$ cat src/rtl/fetch_pkg.sv
`default_nettype none
// ============================================================================
//  Module   : fetch_pkg
//  Purpose  : Shared widths, constants and the fetch-entry type used by the
//             instruction fetch stage and its skid FIFO.
//  Revision : 1.0 - initial release
// ============================================================================
package fetch_pkg;

  localparam int          INSTR_W   = 32;
  localparam logic [31:0] PC_INCR   = 32'd4;
  localparam logic [31:0] NOP_INSTR = 32'h0000_0013;  // addi x0,x0,0

  // One fetched instruction paired with the PC it was fetched for.
  typedef struct packed {
    logic [INSTR_W-1:0] instr;
    logic [31:0]        pc;
    logic               misaligned;
  } fetch_entry_t;

  // Word-aligned version of a byte address.
  function automatic logic [31:0] align_pc(input logic [31:0] pc);
    return {pc[31:2], 2'b00};
  endfunction

endpackage
`default_nettype wire

$ cat src/rtl/fetch_skid_fifo.sv
`default_nettype none
// ============================================================================
//  Module   : fetch_skid_fifo
//  Purpose  : Two-entry synchronous skid FIFO holding fetched instructions.
//             Entry 0 is always the head; entry 1 is the overflow slot.
//             flush wins over push; a pop in the flush cycle still completes
//             (the consumer already took the head).
//  Ports    : clka         - clock
//             rst          - asynchronous active-high reset
//             push_i       - write push_data_i at the edge
//             push_data_i  - entry to write
//             pop_i        - head consumed this cycle
//             flush_i      - discard all entries
//             count_o      - current occupancy
//             head_o       - head entry (reset value while nothing was ever pushed)
//  Revision : 1.0 - initial release
// ============================================================================
module fetch_skid_fifo
  import fetch_pkg::*;
#(
  parameter int           FIFO_DEPTH  = 2,   // only 2 is supported
  parameter fetch_entry_t RESET_ENTRY = '0
) (
  input  logic                               clka,
  input  logic                               rst,
  input  logic                               push_i,
  input  fetch_entry_t                       push_data_i,
  input  logic                               pop_i,
  input  logic                               flush_i,
  output logic [$clog2(FIFO_DEPTH+1)-1:0]    count_o,
  output fetch_entry_t                       head_o
);

  localparam int CNT_W = $clog2(FIFO_DEPTH + 1);

  fetch_entry_t     entry0_q, entry0_d;
  fetch_entry_t     entry1_q, entry1_d;
  logic [CNT_W-1:0] count_q, count_d;
  logic             w_pop;

  // Ignore a pop against an empty FIFO rather than underflowing the count.
  assign w_pop = pop_i & (count_q != CNT_W'(0));

  always_comb begin
    entry0_d = entry0_q;
    entry1_d = entry1_q;
    count_d  = count_q;
    if (flush_i) begin
      count_d = '0;
    end else begin
      case ({push_i, w_pop})
        2'b10: begin
          if (count_q == CNT_W'(0)) entry0_d = push_data_i;
          else                      entry1_d = push_data_i;
          count_d = count_q + CNT_W'(1);
        end
        2'b01: begin
          entry0_d = entry1_q;
          count_d  = count_q - CNT_W'(1);
        end
        2'b11: begin
          // Occupancy unchanged; the new word lands behind whatever remains.
          if (count_q == CNT_W'(1)) begin
            entry0_d = push_data_i;
          end else begin
            entry0_d = entry1_q;
            entry1_d = push_data_i;
          end
        end
        default: ;
      endcase
    end
  end

  always_ff @(posedge clka or posedge rst) begin
    if (rst) begin
      entry0_q <= RESET_ENTRY;
      entry1_q <= '0;
      count_q  <= '0;
    end else begin
      entry0_q <= entry0_d;
      entry1_q <= entry1_d;
      count_q  <= count_d;
    end
  end

  assign count_o = count_q;
  assign head_o  = entry0_q;

endmodule
`default_nettype wire

$ cat src/rtl/inst_fetch.sv
`default_nettype none
// ============================================================================
//  Module   : inst_fetch
//  Purpose  : Instruction fetch stage. Owns the PC, drives a 1-cycle
//             synchronous instruction BRAM, pairs returned words with their
//             PC and hands them to decode through a 2-entry skid FIFO.
//             Redirects flush everything and restart fetch at the target.
//  Ports    : clka           - clock
//             rst            - asynchronous active-high reset
//             rom_addr       - registered byte address to BRAM
//             rom_data       - BRAM read data for the previously sampled address
//             redirect_valid - branch/jump taken this cycle
//             redirect_pc    - redirect target (may be misaligned)
//             id_valid       - instruction available to decode
//             id_ready       - decode accepts this cycle
//             id_instr       - instruction word
//             id_pc          - PC of id_instr
//             id_misaligned  - id_pc[1:0] != 0
//  Revision : 1.0 - initial release
// ============================================================================
module inst_fetch
  import fetch_pkg::*;
#(
  parameter logic [31:0] RESET_PC   = 32'h0000_0000,
  parameter int          FIFO_DEPTH = 2              // only 2 is supported
) (
  input  logic               clka,
  input  logic               rst,
  output logic [31:0]        rom_addr,
  input  logic [31:0]        rom_data,
  input  logic               redirect_valid,
  input  logic [31:0]        redirect_pc,
  output logic               id_valid,
  input  logic               id_ready,
  output logic [INSTR_W-1:0] id_instr,
  output logic [31:0]        id_pc,
  output logic               id_misaligned
);

  localparam int           CNT_W       = $clog2(FIFO_DEPTH + 1);
  localparam int           OCC_W       = CNT_W + 1;
  localparam fetch_entry_t RESET_ENTRY = '{instr: NOP_INSTR, pc: RESET_PC, misaligned: 1'b0};

  logic [31:0]      rom_addr_q, rom_addr_d;
  logic             inflight_q, inflight_d;
  logic [31:0]      inflight_pc_q, inflight_pc_d;
  // Low PC bits of the last redirect target; they ride along with the first
  // fetch after the redirect so that word reports the full target PC.
  logic [1:0]       pend_lo_q, pend_lo_d;

  logic [CNT_W-1:0] w_count;
  logic [OCC_W-1:0] w_occ;
  logic             w_pop;
  logic             w_issue;
  fetch_entry_t     w_push_entry;
  fetch_entry_t     w_head;

  assign w_pop   = id_valid & id_ready;
  // Slots that will be committed after this edge if nothing new is issued;
  // issuing only when this is below the depth guarantees no overflow.
  assign w_occ   = {1'b0, w_count} + OCC_W'(inflight_q) - OCC_W'(w_pop);
  assign w_issue = ~redirect_valid & (w_occ < OCC_W'(FIFO_DEPTH));

  always_comb begin
    rom_addr_d    = rom_addr_q;
    inflight_d    = w_issue;
    inflight_pc_d = inflight_pc_q;
    pend_lo_d     = pend_lo_q;
    if (redirect_valid) begin
      rom_addr_d = align_pc(redirect_pc);
      pend_lo_d  = redirect_pc[1:0];
    end else if (w_issue) begin
      rom_addr_d    = rom_addr_q + PC_INCR;
      inflight_pc_d = {rom_addr_q[31:2], pend_lo_q};
      pend_lo_d     = 2'b00;
    end
  end

  always_ff @(posedge clka or posedge rst) begin
    if (rst) begin
      rom_addr_q    <= RESET_PC;
      inflight_q    <= 1'b0;
      inflight_pc_q <= RESET_PC;
      pend_lo_q     <= 2'b00;
    end else begin
      rom_addr_q    <= rom_addr_d;
      inflight_q    <= inflight_d;
      inflight_pc_q <= inflight_pc_d;
      pend_lo_q     <= pend_lo_d;
    end
  end

  // Only the first word after a redirect can carry non-zero low PC bits.
  assign w_push_entry = '{instr: rom_data, pc: inflight_pc_q, misaligned: |inflight_pc_q[1:0]};

  // A word returning in a redirect cycle is dropped by the flush priority.
  fetch_skid_fifo #(
    .FIFO_DEPTH  (FIFO_DEPTH),
    .RESET_ENTRY (RESET_ENTRY)
  ) u_skid (
    .clka        (clka),
    .rst         (rst),
    .push_i      (inflight_q),
    .push_data_i (w_push_entry),
    .pop_i       (w_pop),
    .flush_i     (redirect_valid),
    .count_o     (w_count),
    .head_o      (w_head)
  );

  assign rom_addr      = rom_addr_q;
  assign id_valid      = (w_count != CNT_W'(0));
  assign id_instr      = w_head.instr;
  assign id_pc         = w_head.pc;
  assign id_misaligned = w_head.misaligned;

endmodule
`default_nettype wire
$ cat config.mk
export PLATFORM = sky130hd
export DESIGN_NAME = inst_fetch
export DESIGN_NICKNAME = d
export VERILOG_FILES = /design/src/rtl/fetch_pkg.sv /design/src/rtl/fetch_skid_fifo.sv /design/src/rtl/inst_fetch.sv
export SDC_FILE = /design/constraint.sdc
export NUM_CORES = 1
export LEC_CHECK = 0
export CAP_MARGIN = 30
export CORE_UTILIZATION = 23
export DETAILED_ROUTE_END_ITERATION = 12
export MAX_ROUTING_LAYER = met4
export PLACE_DENSITY_LB_ADDON = 0.3
export RECOVER_POWER = 50
export SLEW_MARGIN = 40
export SYNTH_ARGS = -nofsm -noshare
export SYNTH_HDL_FRONTEND = slang
export SYNTH_SLANG_ARGS = --single-unit
$ cat constraint.sdc
create_clock -name clka -period 8.3 [get_ports clka]
set_input_delay 1.245 -clock clka [delete_from_list [all_inputs] [get_ports clka]]
set_output_delay 1.245 -clock clka [all_outputs]
set_load 0.02 [all_outputs]
## After elaboration in Yosys (flattened, before gate mapping)

Index checks and enable logic that the tools add are counted.

| storage, ports and cells | value |
|---|---|
| register bits | 199 |
| output and inout bits | 98 |

| cells by class | value |
|---|---|
| add/subtract/negate cells | 5 |
| order comparisons | 1 |
| equal/unequal tests | 7 |
| multiplexer cells | 12 |
| bitwise operators | 4 |
| reductions and logical operators | 10 |

Operator list:

| kind | number |
|---|---|
| 65-bit 2-to-1 mux | 4 |
| 65-bit case mux with 3 select lines | 1 |
| 65-bit case mux with 2 select lines | 1 |
| 32-bit 2-to-1 mux | 2 |
| 32-bit by 3-bit adder with 32-bit output (second input constant) | 1 |
| 2-bit 2-to-1 mux | 3 |
| 2-bit nonzero test | 3 |
| 3-bit nonzero test | 2 |
| 2-bit by 1-bit equality test with 1-bit output (second input constant) | 2 |
| 2-bit equality test (second input constant) | 2 |
| 2-bit != test (second input constant) | 2 |
| 2-bit case mux with 2 select lines | 1 |
| 4-bit AND reduction | 1 |
| 2-bit by 1-bit adder with 3-bit output | 1 |
| 1-bit AND | 3 |
| 3-bit by 2-bit less-than comparator with 1-bit output (second input constant) | 1 |
| 3-bit AND reduction | 1 |
| 3-bit by 1-bit subtractor with 3-bit output | 1 |
| 2-bit by 1-bit adder with 2-bit output (second input constant) | 1 |
| 2-bit logical NOT | 1 |
| 2-bit by 1-bit != test with 1-bit output (second input constant) | 1 |
| 2-bit AND reduction | 1 |
| 2-bit OR reduction | 1 |
| 2-bit by 1-bit subtractor with 2-bit output (second input constant) | 1 |
| 1-bit NOT | 1 |

## Longest topological paths before layout

| depth | value |
|---|---|
| depth after elaboration | 7 |
| gate-level depth with buffers | 14 |
| gate-level depth less buffers | 11 |

## Hierarchy

A second synthesis with hierarchy kept.

| unflattened totals | value |
|---|---|
| cells, all modules | 738 |
| area, all modules | 9003.6 µm² |

Modules (own cells, without submodules):

| module | times used | cells an instance | area each (µm²) |
|---|---|---|---|
| fetch_skid_fifo | 1 | 444 | 5821.8 |
| inst_fetch | 1 | 294 | 3181.8 |

## Worst setup path before layout

No wires, ideal clock.

| path | value |
|---|---|
| path kind | input -> register |
| start point | input port id_ready |
| end point | register rom_addr_q[20] (netlist: rom_addr[20]) |
| setup time | 0.082 ns |
| arrival time | 3.735 ns |
| setup slack | 4.483 ns |
| stages | 11 |
| path through | nand2b_1 inv_1 ha_1 nand2b_1 fa_1 buf_6 nand4_1 or3_1 clkbuf_1 or4_1 a31oi_1 |

| on the way | value |
|---|---|
| cells in the longest elaborated chain, start to end | 5 |

RTL lines:

| item | line | RTL |
|---|---|---|
| start, declared | inst_fetch.sv:34 | `input logic id_ready,` |
| 1-bit AND | inst_fetch.sv:58 | `assign w_pop = id_valid & id_ready;` |
| 3-bit by 1-bit subtractor with 3-bit output | inst_fetch.sv:61 | `assign w_occ = {1'b0, w_count} + OCC_W'(inflight_q) - OCC_W'(w_pop);` |
| 3-bit by 2-bit less-than comparator with 1-bit output | inst_fetch.sv:62 | `assign w_issue = ~redirect_valid & (w_occ < OCC_W'(FIFO_DEPTH));` |
| 1-bit AND | inst_fetch.sv:62 |  |
| 2-bit nonzero test (no source line) | -- |  |
| end signal, assigned | inst_fetch.sv:86 | `rom_addr_q <= rom_addr_d;` |
| end, declared | inst_fetch.sv:44 | `logic [31:0] rom_addr_q, rom_addr_d;` |

Every way passes these cells.
A chain may end at the register's enable or synchronous reset.

## Worst setup path after layout

| path | value |
|---|---|
| start point | input port id_ready |
| end point | register u_skid.entry0_q, in the netlist u_skid.head_o[41] |

| on the way | value |
|---|---|
| cells in the longest elaborated chain, start to end | 5 |

RTL lines:

| item | line | RTL |
|---|---|---|
| 1-bit AND (*) | inst_fetch.sv:58 |  |
| 1-bit AND (*) | fetch_skid_fifo.sv:42 | `assign w_pop = pop_i & (count_q != CNT_W'(0));` |
| 2-bit equality test or 2-bit by 1-bit equality test with 1-bit output (tied branches) | fetch_skid_fifo.sv:51 | `case ({push_i, w_pop})` |
| 2-bit by 1-bit != test with 1-bit output (no source line) or 3-bit nonzero test (tied branches) | -- |  |
| 3-bit AND reduction (no source line) | -- |  |
| end signal, assigned | fetch_skid_fifo.sv:81 | `entry0_q <= entry0_d;` |
| end, declared | fetch_skid_fifo.sv:36 | `fetch_entry_t entry0_q, entry0_d;` |

Every way passes the cells marked *; elsewhere a longest branch is shown, timed or not.

==> metrics <==
relative slew slack -173%; total power 4.21 mW; mean post-synth cell area 11.9 µm²; total track usage 12.5%; Lkg Pwr 4.88 nW; routed len/inst 16.0 µm; Final Cell Area 0.0114 mm²; Layout Skew 0.0118 ns; clk slew on worst S/H paths 0.08 ns; initial antenna violation count 0; worst-path fanout max 74; Post-synth EDFFs 0; CTS Buf Count 17; Tightest Pin Transition 4.07 ns; Seq/Total Area, Yosys 56.8%; Hold Crit Class register to register; Skew-Pair Late Insertion Delay 0.44 ns; Core Region 0.0369 mm²; port bufs 163; FF+latch count, synth 197; # resized after CTS 0; vias per inst 4.33; post-route ant nets 0; Die W 196 µm; Post-route DRC 0; status finished with violations; setup_tns 0 ns; Final HPWL DP 14,700 µm; initial DRC count 210; overall die area 0.0386 mm²; Cell Area, Synth 0.00869 mm²; Layout Cells excl Fill 1,394; gp weighted congestion 0.724; CP Capture Type register; hold path depth 2; fraction of registers with async set/reset 100%; TritonRoute pass-1 iters 4; Initial Util 23.6%; postcts setup bufs 0; fraction of layout cells with a size suffix above 1 17.1%; vias in the first global route 6,060; CTS tree done; Syn-to-layout area delta 31.7%; Yosys top cell by area dfrtp_1; post-synthesis cell type count 46; most frequent cells after synthesis dfrtp_1 (194), mux2_2 (98), nor2_1 (85), mux2i_1 (68), a21oi_1 (65); RSZ-0062 raised after global routing false; Top FF cell, synth dfrtp_1; R2R cell count 8; largest net degree at the start of global routing 89; WL final 22,400 µm; power per cell area 367 mW/mm²; dpl cells 1,362; fin crit share 64.6%; Post-CTS Hold Fix Bufs 0; VDD IR-drop max 0.142 mV; top cells by area, synth dfrtp_1 (56%), mux2_2 (13%), mux2i_1 (7.8%); Worst EP required 8.67 ns; Ant. Diodes 0; Slew Viols, Final 164; achievable clock frequency 186 MHz; final setup vio count 0; I/O pin cnt 166; GR Overflow Total 0; via count 6,041; failing checks capacitance limit, slew limit; # rows 70; clk sink count 197; MaxCap Viol Count 2; Arrival @ worst endpoint 5.73 ns; top-count cell post-synth dfrtp_1; critical path class primary input to register; root buf cell clkbuf_16; NumNets Final 950; post-route minimum period 5.36 ns; dpl cell area 0.0108 mm²; Synth Instances 732; H-tree levels 4; first-pass GRT wire length 35,600 µm; DIE HEIGHT 196 µm; Yosys top cell area share 55.9%; count of warnings emitted by yosys 0; Final Hold Fails 0; Max Buffers Root-to-Sink 2; crit start category primary input
-- layout make-up --
class	instances	area, µm²
tap	504	631
clock inverter	15	185
multi-input combinational	479	3520
inverter	10	38.8
clock buffer	17	425
fill	3788	25400
timing repair buffer	172	1710
sequential	197	4930
-- cells by family after synthesis --
family / after synthesis / synth area share (%)
compound gates: 115 / 7.42
flops: 197 / 56.8
xor+xnor: 14 / 1.50
other cells: 1 / 0.0432
fa+ha+maj: 5 / 0.806
mux: 166 / 20.5
simple gates: 177 / 9.86
buf+inv: 57 / 3.07
-- where the power goes --
part           switching (mW)  internal (mW)
Clock                   0.439          0.411
Sequential              0.264           1.39
Combinational           0.854          0.844
Total                    1.56           2.65
-- registers in the layout (all words and copies together), names as in the netlist --
register,cells
u_skid.count_o,2
u_skid.head_o,65
u_skid.entry1_q,65
pend_lo_q,2
inflight_pc_q,32
rom_addr,30
inflight_q,1
-- critical path, stage by stage --
cell,delay (ns)
dlygate4sd3_1,0.57
nand2b_1,0.20
a21oi_4,0.16
clkbuf_1,2.48
buf_4,0.81
nor2_1,0.09
a21oi_1,0.14
-- metrics by stage --
stage	setup slack (ns)	hold WS [ns]	util, %
final	2.94	0.492	31.0
after global placement	3.44	0.464	29.3
after CTS	3.97	0.499	31.1
after global routing	2.33	0.505	31.0
after floorplan	1.69	0.450	-
after detailed placement	3.47	0.480	29.4
-- per-layer routing --
| metal | vias to the layer above | part of all wire [%] | global-route usage, % |
|---|---|---|---|
| li1 | 2934 | - | - |
| met1 | 2936 | 49 | 16.9 |
| met2 | 147 | 44 | 18.0 |
| met3 | 24 | 5.3 | 3.18 |
| met4 | 0 | 1.8 | 4.28 |
| met5 | - | 0 | - |
-- worst paths after layout --
check,end,slack [ns],from
worst min register to register,u_skid.entry1_q[0],0.49,u_skid.entry1_q[0]
max in group asynchronous,u_skid.entry1_q[12],3.82,rst
worst max register to register,u_skid.head_o[41],3.37,u_skid.count_o[1]
min in group asynchronous,u_skid.entry1_q[61],2.46,rst
worst min-delay path,u_skid.entry1_q[0],0.49,u_skid.entry1_q[0]
worst max-delay path,u_skid.head_o[41],2.94,id_ready
-- cells in the final DEF, fill, tap and decap left out, types with 4 or more instances in the layout --
| master | n |
|---|---|
| dlygate4sd3_1 | 35 |
| xnor2_1 | 7 |
| or4_1 | 18 |
| o21ai_0 | 15 |
| o31ai_1 | 14 |
| mux2_2 | 98 |
| nand4_1 | 11 |
| xor2_1 | 6 |
| nor2_1 | 84 |
| clkbuf_16 | 17 |
| and4_1 | 4 |
| nand3_1 | 13 |
| clkdlybuf4s50_1 | 128 |
| mux2i_1 | 68 |
| a21oi_1 | 64 |
| ha_1 | 4 |
| dfrtp_1 | 194 |
| nand2_1 | 28 |
| inv_1 | 8 |
| inv_8 | 4 |
| a31oi_1 | 15 |
| buf_4 | 4 |
| clkinv_8 | 6 |
(Power assumes the default switching activity.)
